File: src/rtl/missle_sched.sv
// missle_sched: round-robin fire scheduler with refire cooldown (define MISSLE_SCHED_AUTOFIRE_EN for hold-to-autofire)
module missle_sched #(
    parameter int N_SLOTS = 4,
    parameter int COOLDOWN_CYCLES = 1000000
) (
    input  logic               pclk,
    input  logic               rst,
    input  logic               fire_btn,
    input  logic [N_SLOTS-1:0] slot_busy,
    output logic [N_SLOTS-1:0] launch,
    output logic               denied,
    output logic               ready,
    output logic [15:0]        shot_count
);
    localparam int PW = $clog2(N_SLOTS);
    localparam logic [PW:0] NS = (PW+1)'(N_SLOTS);
    typedef enum logic {READY, COOLDOWN} state_t;
    state_t state, state_n;
    logic btn_q, req, any_free, denied_n;
    logic [PW-1:0] rr_ptr, rr_ptr_n, pick, off;
    logic [PW:0] sum, nxt;
    logic [23:0] cd_cnt, cd_cnt_n;
    logic [N_SLOTS-1:0] resv, free, launch_n;
    logic [2*N_SLOTS-1:0] rot;
    logic [1:0] age [N_SLOTS];

`ifdef MISSLE_SCHED_AUTOFIRE_EN
    // high only during the first READY cycle after a cooldown, re-arming a held button
    logic ready_hold;
    always_ff @(posedge pclk) ready_hold <= !rst && state == COOLDOWN && cd_cnt == '0;
    assign req = fire_btn & (~btn_q | ready_hold);
`else
    assign req = fire_btn & ~btn_q;
`endif

    assign free = ~slot_busy & ~resv;
    assign any_free = |free;
    assign ready = state == READY;
    assign rot = {free, free} >> rr_ptr;

    always_comb begin
        off = '0;
        for (int k = N_SLOTS-1; k >= 0; k--)
            if (rot[k]) off = PW'(k);
        sum = {1'b0, rr_ptr} + {1'b0, off};
        pick = PW'(sum >= NS ? sum - NS : sum);
        nxt = {1'b0, pick} + 1'b1;
    end

    always_comb begin
        state_n = state;
        rr_ptr_n = rr_ptr;
        cd_cnt_n = cd_cnt;
        launch_n = '0;
        denied_n = 1'b0;
        if (state == READY) begin
            if (req && any_free) begin
                launch_n = N_SLOTS'(1) << pick;
                rr_ptr_n = nxt == NS ? '0 : PW'(nxt);
                cd_cnt_n = 24'(COOLDOWN_CYCLES - 1);
                state_n = COOLDOWN;
            end else begin
                denied_n = req;
            end
        end else begin
            cd_cnt_n = cd_cnt == '0 ? '0 : cd_cnt - 1'b1;
            state_n = cd_cnt == '0 ? READY : COOLDOWN;
        end
    end

    always_ff @(posedge pclk) begin
        if (rst) begin
            state <= READY;
            btn_q <= 1'b1;
            rr_ptr <= '0;
            cd_cnt <= '0;
            launch <= '0;
            denied <= 1'b0;
            shot_count <= '0;
        end else begin
            state <= state_n;
            btn_q <= fire_btn;
            rr_ptr <= rr_ptr_n;
            cd_cnt <= cd_cnt_n;
            launch <= launch_n;
            denied <= denied_n;
            shot_count <= shot_count + 16'(|launch_n);
        end
    end

    // reservation bridges the controller's on-flag latency: held until busy is seen or 3 cycles pass
    always_ff @(posedge pclk) begin
        if (rst) begin
            resv <= '0;
            age <= '{default: '0};
        end else begin
            for (int i = 0; i < N_SLOTS; i++) begin
                if (launch_n[i]) begin
                    resv[i] <= 1'b1;
                    age[i] <= '0;
                end else if (resv[i]) begin
                    resv[i] <= !(slot_busy[i] || age[i] == 2'd2);
                    age[i] <= age[i] + 1'b1;
                end
            end
        end
    end
endmodule

File: config.mk
export PLATFORM = sky130hd
export DESIGN_NAME = missle_sched
export DESIGN_NICKNAME = d
export VERILOG_FILES = /design/src/rtl/missle_sched.sv
export SDC_FILE = /design/constraint.sdc
export NUM_CORES = 1
export LEC_CHECK = 0
export ABC_AREA = 0
export CORE_MARGIN = 5
export CORE_UTILIZATION = 51
export DETAILED_ROUTE_END_ITERATION = 10
export GPL_TIMING_DRIVEN = 0
export PLACE_DENSITY_LB_ADDON = 0.08
export SYNTH_ARGS = -nofsm -noshare
export SYNTH_HDL_FRONTEND = slang
export SYNTH_SLANG_ARGS = --single-unit
File: constraint.sdc
create_clock -name pclk -period 3.38 [get_ports pclk]
set_input_delay 0.676 -clock pclk [delete_from_list [all_inputs] [get_ports pclk]]
set_output_delay 0.676 -clock pclk [all_outputs]
set_load 0.02 [all_outputs]
==> results.py <==
metrics = {
    "final_layout": {
        "area_growth_pct": 26.7,
        "layout.cells.non_filler": 474,
        "final_common_cell": "dfxtp_1",
        "drive_gt1_frac": 0.139,
        "final_net_count": 414,
        "fin_util": 0.673,
        "most-common-layout-cells": "59 x dfxtp_1, 30 x nor2_1, 27 x nand2_1",
        "n_fill_cell": 465,
        "antenna_cells": 0,
    },
    "floorplanning": {
        "rows": 27,
        "die_w_um": 86.4,
        "dieArea_mm2": 0.00747,
        "io_pins": 29,
        "core_area_mm2": 0.00561,
        "dieHeight_um": 86.4,
        "start_util": 0.531,
    },
    "logic_synthesis": {
        "syn_nets": 372,
        "synth_area_mm2": 0.00298,
        "ys_seq_elements": 61,
        "yosys_warnings": 0,
        "syn_avg_cell_area_um2": 8.39,
        "synth_mux_area_frac": 0,
        "yosys.area_share.simple": 0.257,
        "synth_compound_area_frac": 0.194,
        "synth_cell_type_count": 50,
        "synth_top_family_by_area": "simple AND/OR/NAND/NOR gates",
        "yosys_most_used_dff": "dfxtp_1",
        "synth_edf_count": 0,
        "ys_seq_area_frac": 0.410,
        "synth-async-reset-ratio": 0,
        "synth-adder-area-share": 0.0454,
        "netlist_instances": 355,
        "synthXorXnorAreaFrac": 0.0529,
    },
    "setup_path": {
        "end_kind": "register",
        "critical_path_required_ns": 3.66,
        "reg2reg_depth": 17,
        "worstReg2RegEnd": "shot_count[15]$_SDFF_PP0_",
        "reg2reg_from": "rr_ptr[0]$_SDFFE_PP0P_",
        "worstPathMaxFanout": 10,
        "cp-start-kind": "register",
        "arrival_ns": 3.52,
        "reg2reg_slack_ns": 0.14,
        "worst-setup-path-type": "reg2reg",
    },
    "power": {
        "p_seq_frac": 0.379,
        "power.density_mw_per_mm2": 583,
        "p_int_mw": 1.54,
        "p_switching_mw": 0.657,
        "combPwrFrac": 0.238,
        "switching_share": 0.299,
        "p_leak_nw": 1.36,
        "clockPowerShare": 0.383,
        "ir_drop_v": 0.000333,
    },
    "route": {
        "wl_per_cell_um": 15.8,
        "ant_nets": 0,
        "post-route-drc-count": 0,
        "vias_per_cell": 5.98,
        "wl_um": 7510,
        "vias": 2836,
        "drtIter0Drc": 229,
        "dr.pass1.iters": 5,
    },
    "sta": {
        "slew_violations": 0,
        "hold_ws_ns": 0.445,
        "rsz0062_at_grt": "no",
        "setup_violations": 0,
        "tns_ns": 0,
        "worst_slack_ns": 0.140,
        "tightest_slew_ns": 1.12,
        "fmax_mhz": 309,
        "relSlewSlack": 0.250,
        "finalHoldViolations": 0,
        "fin_crit_sh": 0.958,
        "finClkSkew_ns": 0.00942,
        "fin_crit_ns": 3.24,
    },
    "clock_tree": {
        "cts-htree-levels": 3,
        "cts_buffer_depth": 2,
        "clk_pin_slew_ns": 0.07,
        "clockRootBuffer": "clkbuf_8",
        "cts_tree": "yes",
        "cts.sinks": 61,
        "numCtsBuffers": 9,
        "insertion_delay_ns": 0.35,
    },
    "worst_hold_path": {
        "hold_path_depth": 2,
        "hold_path.class": "reg2reg",
        "worstHoldStart": "cd_cnt[13]$_SDFFE_PP0P_",
        "whs_endpoint": "cd_cnt[13]$_SDFFE_PP0P_",
    },
    "global_route": {
        "grtUsageTotal": 0.212,
        "grt_max_degree": 11,
        "grt_pass1_vias": 2609,
        "grt_first_pass_wirelength_um": 12700,
        "antenna_found_initial": 0,
        "gr-total-overflow": 0,
    },
    "job": {
        "drv_cap": 0,
    },
    "run_status": {
        "status": "complete, no violations",
    },
    "placement": {
        "port_buffers": 28,
        "dp_hpwl_um": 4860,
        "dpl.cell_count": 455,
        "gp_congestion": 0.811,
        "dpl_worst_slack_ns": -1.05,
    },
}
-- power by group through the flow --
stage          combinational (mW)  clock, mW  sequential, mW
5_1_grt                     0.581      0.873           0.844
2_1_floorplan               0.366          0           0.834
4_1_cts                     0.493      0.844           0.831
3_5_place_dp                0.476          0           0.845
6_report                    0.523      0.843           0.834
3_3_place_gp                0.469          0           0.843
-- synth_stat cells (all sizes together) (2+ instances only) --
cell / n / share of area
a31o: 3 / 0.0088
nor3: 12 / 0.020
or4b: 4 / 0.013
or3: 14 / 0.029
a311oi: 2 / 0.0059
inv: 12 / 0.015
nor2b: 4 / 0.0084
a21o: 3 / 0.0076
xor2: 9 / 0.026
nand2: 27 / 0.034
buf: 4 / 0.0080
or2: 2 / 0.0042
nor2: 33 / 0.042
and2: 2 / 0.0042
and3: 2 / 0.0042
o22ai: 3 / 0.0063
o41ai: 2 / 0.0059
a211oi: 11 / 0.028
or4: 8 / 0.023
nor4b: 2 / 0.0059
nand4: 6 / 0.013
nand3: 11 / 0.018
dfxtp: 61 / 0.41
nor4: 7 / 0.015
o31ai: 2 / 0.0050
o21ai: 24 / 0.040
a31oi: 8 / 0.017
clkbuf: 14 / 0.018
xnor2: 9 / 0.026
a22oi: 2 / 0.0050
o22a: 2 / 0.0059
nand3b: 2 / 0.0050
ha: 10 / 0.042
nand2b: 6 / 0.013
a21oi: 21 / 0.035
-- critical path, cell delays in order, from the launching register on --
cell and delay [ns]:
dfxtp_2 0.35, buf_4 0.17, or4_1 0.50, nand3_1 0.10, o21ai_1 0.08, nand3_1 0.14
ha_4 0.18, xnor2_4 0.08, inv_2 0.11, ha_4 0.15, inv_1 0.06, a31oi_4 0.18
ha_4 0.19, nand3_4 0.10, nor2_4 0.14, nand4_1 0.12, or3_1 0.40, a21oi_2 0.12
-- state kept, by name, summed over array words and instances, names as in the netlist, 2 cells and up --
register / count
cd_cnt: 24
shot_count: 16
age: 8
launch: 4
resv: 4
rr_ptr: 2
-- per-stage QoR --
step,total power [mW],cell area [µm²]
6_report,2.20,3770
5_1_grt,2.30,3770
4_1_cts,2.17,3690
3_5_place_dp,1.32,3350
3_3_place_gp,1.31,3350
2_1_floorplan,1.20,2980
-- area by class of cell --
| class | count | area (µm²) | area share |
|---|---|---|---|
| multi-input combinational | 264 | 1770 | 0.470 |
| sequential | 61 | 1220 | 0.324 |
| timing repair buffer | 34 | 313 | 0.0829 |
| clock buffer | 13 | 169 | 0.0448 |
| clock inverter | 3 | 90.1 | 0.0239 |
| tap | 72 | 90.1 | 0.0239 |
| buffer | 15 | 68.8 | 0.0182 |
| inverter | 12 | 45.0 | 0.0119 |
-- worst max-delay path by stage --
stage | start | end | depth (start not counted) | slack, ns
2_1_floorplan | slot_busy[3] | shot_count[15]$_SDFF_PP0_ | 16 | 0.03
3_3_place_gp | slot_busy[2] | shot_count[15]$_SDFF_PP0_ | 18 | -0.95
5_1_grt | slot_busy[1] | shot_count[15]$_SDFF_PP0_ | 16 | 0.002
4_1_cts | slot_busy[3] | shot_count[15]$_SDFF_PP0_ | 17 | 0.009
6_report | rr_ptr[0]$_SDFFE_PP0P_ | shot_count[15]$_SDFF_PP0_ | 17 | 0.14
3_5_place_dp | slot_busy[2] | shot_count[15]$_SDFF_PP0_ | 18 | -1.05
-- timing repair --
action	CTS	global route
hold buffers	0	0
setup buffers	2	4
hold endpoints to repair	0	0
resized for setup	20	19
pin swaps	3	9
gates cloned	0	0
setup endpoints to repair	15	12
-- routing by layer --
layer / share of wire / vias to the layer above / track usage
met5: 0 / - / 0
met4: 0.019 / 0 / 0.0977
met3: 0.059 / 14 / 0.0352
met2: 0.46 / 98 / 0.335
met1: 0.46 / 1337 / 0.281
li1: - / 1387 / -
-- kinds of logic after synthesis --
logic type               count (synthesis)
AO/OA/AOI/OAI                           91
XOR/XNOR                                18
adder cells (fa/ha/maj)                 11
buffers and inverters                   30
flip-flops                              61
AND/OR/NAND/NOR                        144
(Power assumes the default switching activity.)
